File: config.mk
export PLATFORM = sky130hd
export DESIGN_NAME = sc_datamem_io
export DESIGN_NICKNAME = d
export VERILOG_FILES = /design/src/rtl/sc_datamem_io_pkg.sv /design/src/rtl/sc_datamem_io_in_sync.sv /design/src/rtl/sc_datamem_io.sv
export SDC_FILE = /design/constraint.sdc
export NUM_CORES = 1
export LEC_CHECK = 0
export CORE_UTILIZATION = 50
export DETAILED_ROUTE_END_ITERATION = 8
export DONT_BUFFER_PORTS = 1
export REMOVE_ABC_BUFFERS = 1
export SLEW_MARGIN = 20
export SYNTH_ARGS = -nofsm -noshare
export SYNTH_HDL_FRONTEND = slang
export SYNTH_SLANG_ARGS = --single-unit
File: constraint.sdc
create_clock -name clock -period 11.25 [get_ports clock]
set_input_delay 2.25 -clock clock [delete_from_list [all_inputs] [get_ports clock]]
set_output_delay 2.25 -clock clock [all_outputs]
set_load 0.02 [all_outputs]
File: src/rtl/sc_datamem_io_pkg.sv
// rtl/sc_datamem_io_pkg.sv - I/O offset map and byte-lane merge shared by the data memory and its I/O block
package sc_datamem_io_pkg;

  localparam int OUT_BASE   = 0;
  localparam int IN_BASE    = 8;
  localparam int STATUS_OFF = 16;
  localparam int CYCLE_OFF  = 17;

  function automatic logic [31:0] byte_merge(input logic [31:0] old_w,
                                             input logic [31:0] new_w,
                                             input logic [3:0]  be);
    logic [31:0] r;
    r = old_w;
    for (int k = 0; k < 4; k++) begin
      if (be[k]) r[8*k +: 8] = new_w[8*k +: 8];
    end
    return r;
  endfunction

endpackage

File: src/rtl/sc_datamem_io_in_sync.sv
// rtl/sc_datamem_io_in_sync.sv - two-flop synchroniser for one input port plus a change flag on the synced value
module io_in_sync #(
  parameter int W = 8
) (
  input  logic         clock,
  input  logic         reset,
  input  logic [W-1:0] din_i,
  output logic [W-1:0] sync_o,
  output logic         change_o
);

  logic [W-1:0] meta_q;
  logic [W-1:0] sync_q;
  logic [W-1:0] prev_q;

  // prev_q also resets to 0, so an input held at 0 never flags a change after reset
  always_ff @(posedge clock) begin
    if (reset) begin
      meta_q <= '0;
      sync_q <= '0;
      prev_q <= '0;
    end else begin
      meta_q <= din_i;
      sync_q <= meta_q;
      prev_q <= sync_q;
    end
  end

  assign sync_o   = sync_q;
  assign change_o = (sync_q != prev_q);

endmodule

File: src/rtl/sc_datamem_io.sv
// rtl/sc_datamem_io.sv - single-cycle data RAM with memory-mapped output, input, status and cycle registers
module sc_datamem_io
  import sc_datamem_io_pkg::*;
#(
  parameter int DEPTH_LOG2 = 5,
  parameter int N_OUT      = 2,
  parameter int N_IN       = 2,
  parameter int IN_W       = 8
) (
  input  logic                   clock,
  input  logic                   reset,
  input  logic [31:0]            addr,
  input  logic [31:0]            datain,
  input  logic                   we,
  input  logic [3:0]             be,
  input  logic                   re,
  output logic [31:0]            dataout,
  output logic [N_OUT*32-1:0]    out_port,
  input  logic [N_IN*IN_W-1:0]   in_port
);

  localparam int IO_BIT = DEPTH_LOG2 + 2;
  localparam int DEPTH  = 1 << DEPTH_LOG2;

  logic                  is_io;
  logic [4:0]            io_off;
  logic [DEPTH_LOG2-1:0] ram_idx;
  logic                  ram_we;
  logic                  status_clr;
  logic                  unused_addr;

  assign is_io       = addr[IO_BIT];
  assign io_off      = addr[6:2];
  assign ram_idx     = addr[DEPTH_LOG2+1:2];
  assign ram_we      = we & ~is_io & ~reset;
  assign status_clr  = re & is_io & (io_off == 5'(STATUS_OFF));
  assign unused_addr = ^{addr[31:IO_BIT+1], addr[1:0]};

  logic [31:0]                mem_q [DEPTH];
  logic [N_OUT-1:0][31:0]     out_q, out_d;
  logic [N_IN-1:0]            status_q, status_d;
  logic [31:0]                cycle_q, cycle_d;
  logic [N_IN-1:0][IN_W-1:0]  in_sync;
  logic [N_IN-1:0]            in_chg;

  for (genvar g = 0; g < N_IN; g++) begin : g_in
    io_in_sync #(.W(IN_W)) u_sync (
      .clock    (clock),
      .reset    (reset),
      .din_i    (in_port[IN_W*g +: IN_W]),
      .sync_o   (in_sync[g]),
      .change_o (in_chg[g])
    );
  end

  always_comb begin
    out_d = out_q;
    for (int i = 0; i < N_OUT; i++) begin
      if (we && is_io && io_off == 5'(OUT_BASE + i))
        out_d[i] = byte_merge(out_q[i], datain, be);
    end
    if (we && is_io && io_off == 5'(CYCLE_OFF) && be != 4'b0000)
      cycle_d = byte_merge(cycle_q, datain, be);
    else
      cycle_d = cycle_q + 32'd1;
    // A change arriving in the clearing cycle is ORed in after the clear, so it survives
    status_d = (status_clr ? '0 : status_q) | in_chg;
  end

  always_ff @(posedge clock) begin
    if (reset) begin
      out_q    <= '0;
      status_q <= '0;
      cycle_q  <= '0;
    end else begin
      out_q    <= out_d;
      status_q <= status_d;
      cycle_q  <= cycle_d;
    end
  end

  always_ff @(posedge clock) begin
    if (ram_we) mem_q[ram_idx] <= byte_merge(mem_q[ram_idx], datain, be);
  end

  always_comb begin
    dataout = '0;
    if (!is_io) begin
      dataout = mem_q[ram_idx];
    end else begin
      for (int i = 0; i < N_OUT; i++) begin
        if (io_off == 5'(OUT_BASE + i)) dataout = out_q[i];
      end
      for (int i = 0; i < N_IN; i++) begin
        if (io_off == 5'(IN_BASE + i)) dataout = 32'(in_sync[i]);
      end
      if (io_off == 5'(STATUS_OFF)) dataout = 32'(status_q);
      if (io_off == 5'(CYCLE_OFF))  dataout = cycle_q;
    end
  end

  assign out_port = out_q;

endmodule

==> results.txt <==
----------------------------------------------------
[Synthesis]
  Post-Synthesis Cells ... 2,903
  Number of enable-type register cells in the synthesized netlist ... 1,024
  Most common flop cell mapped by yosys ... edfxtp_1
  Ys async rst share ... 0%
  Post-synthesis area per instance ... 15.9 um^2
  Commonest cells in the netlist ... 1,024 x edfxtp_1, 555 x mux2i_1, 261 x o22ai_1
  Post-synthesis sequential area ratio ... 72.9%
  Number of warnings reported in the yosys synthesis log ... 0
  Register bit total from synthesis ... 1,170
  Count leader, synth ... edfxtp_1
  Top cell type's share of synthesized area ... 66.6%
  Top area cells in the synthesized netlist ... edfxtp_1 67%, mux2i_1 12%, dfxtp_1 6.3%
  Syn Std Cell Area ... 46,200 um^2
  Cell type contributing the most total cell area after synthesis ... edfxtp_1
  Number of library cell types mapped by synthesis ... 76

[Die]
  Height of the die ... 306 um
  Floorplan row count ... 111
  Overall die width ... 306 um
  Initial core utilization ... 50.5%
  Core ar. ... 91,500 um^2
  Die area ... 93,600 um^2
  Number of top-level pins ... 184

[Timing]
  Setup repair after global routing missed its margin ... false
  Post-route worst setup slack ... 3.69 ns
  Period utilization ... 67.2%
  Post-route setup TNS ... 0 ns
  Worst Hold Slack ... 0.451 ns
  Min Tclk post-route ... 7.56 ns
  Layout Skew ... 0.0270 ns
  Max Clk Rate ... 0.132 GHz
  Max transition margin ... 15.0%
  Actual slew at the worst max-slew pin ... 1.27 ns
  Number of endpoints with negative hold slack in the final report ... 0
  Endpoints failing setup ... 0
  Final Slew Violations ... 0

[Power]
  NetSw ... 1970 uW
  Overall power consumption ... 9240 uW
  Share of total power in sequential cells ... 52.3%
  Clock Power Share ... 43.0%
  Logic pwr share ... 4.7%
  Maximum resistive drop on vdd ... 0.147 mV
  Power density over the cells ... 179 nW/um^2
  Internal power contribution ... 7270 uW
  Static Leakage ... 0.0176 uW
  Switching power share of the total ... 21.3%

[Critical path]
  CP cell instances ... buf_16 > buf_16 > clkinv_1 > nor2_1 > a21oi_1 > nand2_1 > o21a_1
  Critical Setup Path Class ... input port to primary output
  Signal arrival time at the worst endpoint ... 5.31 ns
  Slowest cell on the critical path ... nor2_1
  Worst path most repeated cell ... buf_16
  Reg-to-reg critical path startpoint ... cycle_q[1]
  Peak fanout along the critical path ... 120
  Longest individual stage delay on the worst path ... 0.57 ns
  Number of cells on the worst reg-to-reg path ... 6
  End of the worst register-to-register path ... cycle_q[24]
  Kind of end point of the critical path ... primary output
  Critical path startpoint category ... input port
  Slack of the worst reg-to-reg path ... 8.03 ns
  Required time of the worst setup path ... 9.00 ns

[Routing]
  Routed wire per std cell ... 34.9 um
  Drt total wl ... 146,000 um
  Ratio of routed vias to standard cells ... 6.69
  Number of nets still failing antenna checks after routing ... 0
  Total DRC errors in the routed layout ... 0
  Vias post-DR ... 28.0k
  DR pass1 iterations ... 7
  Detailed Route Iter0 Violations ... 3,668

[Clocking]
  TritonCTS Buffers ... 119
  H-tree Lvls ... 3
  Clk slew on worst S/H paths ... 0.06 ns
  Clock root cell ... clkbuf_16
  Largest buffer count on any clock path ... 3
  TritonCTS clock tree ... done
  Setup repair bufs after CTS ... 0
  Worst skew pair latency ... 0.70 ns
  Cells resized by post-CTS repair ... 0
  # hold bufs at CTS ... 0
  Num Clock Sinks ... 1,170

[Place]
  Half-perimeter wire length after placement ... 76,700 um
  Placement Cell Area ... 47,600 um^2
  Count of port buffers added during placement ... 0
  RePlAce Congestion ... 0.852
  Pre-CTS setup slack ... 3.92 ns

[Flow run]
  Count of maximum capacitance violations ... 0

[Global route]
  GRT Overall Usage ... 30.8%
  Pin count of the biggest net entering global routing ... 562
  Met1 Resource Use GR ... 43.7%
  Total global routing overflow ... 0
  Met2 usage in global routing ... 47.4%
  Met3 track demand over resource in global routing ... 7.10%
  Global-route wire length before repair ... 201,000 um
  Most Crowded Layer GR ... met2
  Via count of the first global-routing pass ... 26.2k
  Antenna violations before repair ... 4

[Layout]
  Final net count ... 2,988
  Share of layout cells above drive strength 1 ... 11.0%
  Summed area of non-filler cells in the final layout ... 51,600 um^2
  Area growth, synth to finish ... 11.8%
  Filler cell count in the final layout ... 7,066

[Status]
  Status ... completed

[Worst hold path]
  HP Class ... flop to flop
  Hold path endpoint ... g_in[0].u_sync.sync_o[2]
  Hold Startpoint ... g_in[0].u_sync.meta_q[2]
  Hold Crit Depth ... 1

----------------------------------------------------
cell usage in the layout (no fill, tap or decap), types with 6 or more instances in the layout:
| master | n |
|---|---|
| edfxtp_1 | 1024 |
| buf_4 | 63 |
| xnor2_1 | 8 |
| o22ai_1 | 261 |
| and3_1 | 10 |
| a31oi_1 | 38 |
| clkinv_2 | 23 |
| nand2_1 | 99 |
| nor4_1 | 71 |
| mux2i_1 | 555 |
| a22o_1 | 24 |
| o21a_1 | 9 |
| and2_1 | 10 |
| mux2_2 | 30 |
| nor2_1 | 60 |
| nor2_4 | 29 |
| bufinv_16 | 13 |
| nand3_1 | 43 |
| clkinv_1 | 20 |
| nor2b_1 | 48 |
| dfxtp_1 | 146 |
| o21ai_0 | 24 |
| xor2_1 | 8 |
| nand4b_1 | 6 |
| a21oi_1 | 61 |
| a311oi_1 | 7 |
| nor3_1 | 12 |
| or3_1 | 6 |
| a221oi_1 | 24 |
| clkbuf_1 | 29 |
| nand4_1 | 12 |
| clkbuf_16 | 123 |
| a211oi_1 | 7 |
| clkbuf_8 | 6 |
power by group through the flow:
stage / registers, uW / logic (uW) / clock network, uW
6_report: 4830 / 432 / 3980
5_1_grt: 4830 / 460 / 4150
4_1_cts: 4830 / 381 / 3990
3_5_place_dp: 4930 / 379 / 0
3_3_place_gp: 4920 / 364 / 0
2_1_floorplan: 4920 / 248 / 0
registers in the layout (all words and copies together), names as in the netlist:
register	flops
cycle_q	32
g_in.u_sync.meta_q	16
g_in.u_sync.prev_q	16
g_in.u_sync.sync_o	16
mem_q	1024
out_port	64
status_q	2
how the worst max path moves through the flow:
stage / from / to / cells after the start
after floorplan: addr[6] / dataout[10] / 4
after global placement: addr[6] / dataout[20] / 5
after detailed placement: addr[6] / dataout[20] / 5
after CTS: addr[6] / dataout[20] / 5
after global routing: addr[2] / dataout[5] / 7
final: addr[2] / dataout[5] / 7
cell families (layout without fill, tap and decap cells):
family          after synthesis  in the layout  share of synthesized area [%]
simple gates                454            454                           5.34
buf+inv                     198            292                           1.89
xor+xnor                     16             16                          0.303
compound gates              478            478                           6.72
fa+ha+maj                     1              1                         0.0271
mux                         586            586                           12.8
flops                      1170           1170                           72.9
other cells                   0              3                              0
critical path: cells and delay by family:
| family | cells | cell delay (ns) |
|---|---|---|
| AOI/OAI and AO/OA | 2 | 0.52 |
| buffers and inverters | 3 | 1.61 |
| and+or+nand+nor | 2 | 0.67 |
routing by layer:
metal / part of all wire (%) / routed length (um)
met3: 11 / 16000
met4: 3.3 / 4790
met1: 41 / 59200
met2: 45 / 66200
met5: 0 / 0
per-stage QoR:
step | instances | utilization [%]
floorplan | 2711 | -
global placement | 3960 | 52.0
detailed placement | 3960 | 52.0
CTS | 4179 | 56.3
global route | 4184 | 56.4
finish | 4186 | 56.4
layout make-up:
cell class	instances	area (um^2)	share of cell area (%)
antenna	3	7.51	0.0145
clock buffer	158	3270	6.33
clock inverter	61	642	1.24
inverter	6	22.5	0.0436
multi-input combinational	1535	12000	23.2
sequential	1170	33700	65.2
tap	1186	1480	2.87
timing repair buffer	67	583	1.13
(Power assumes the default switching activity.)
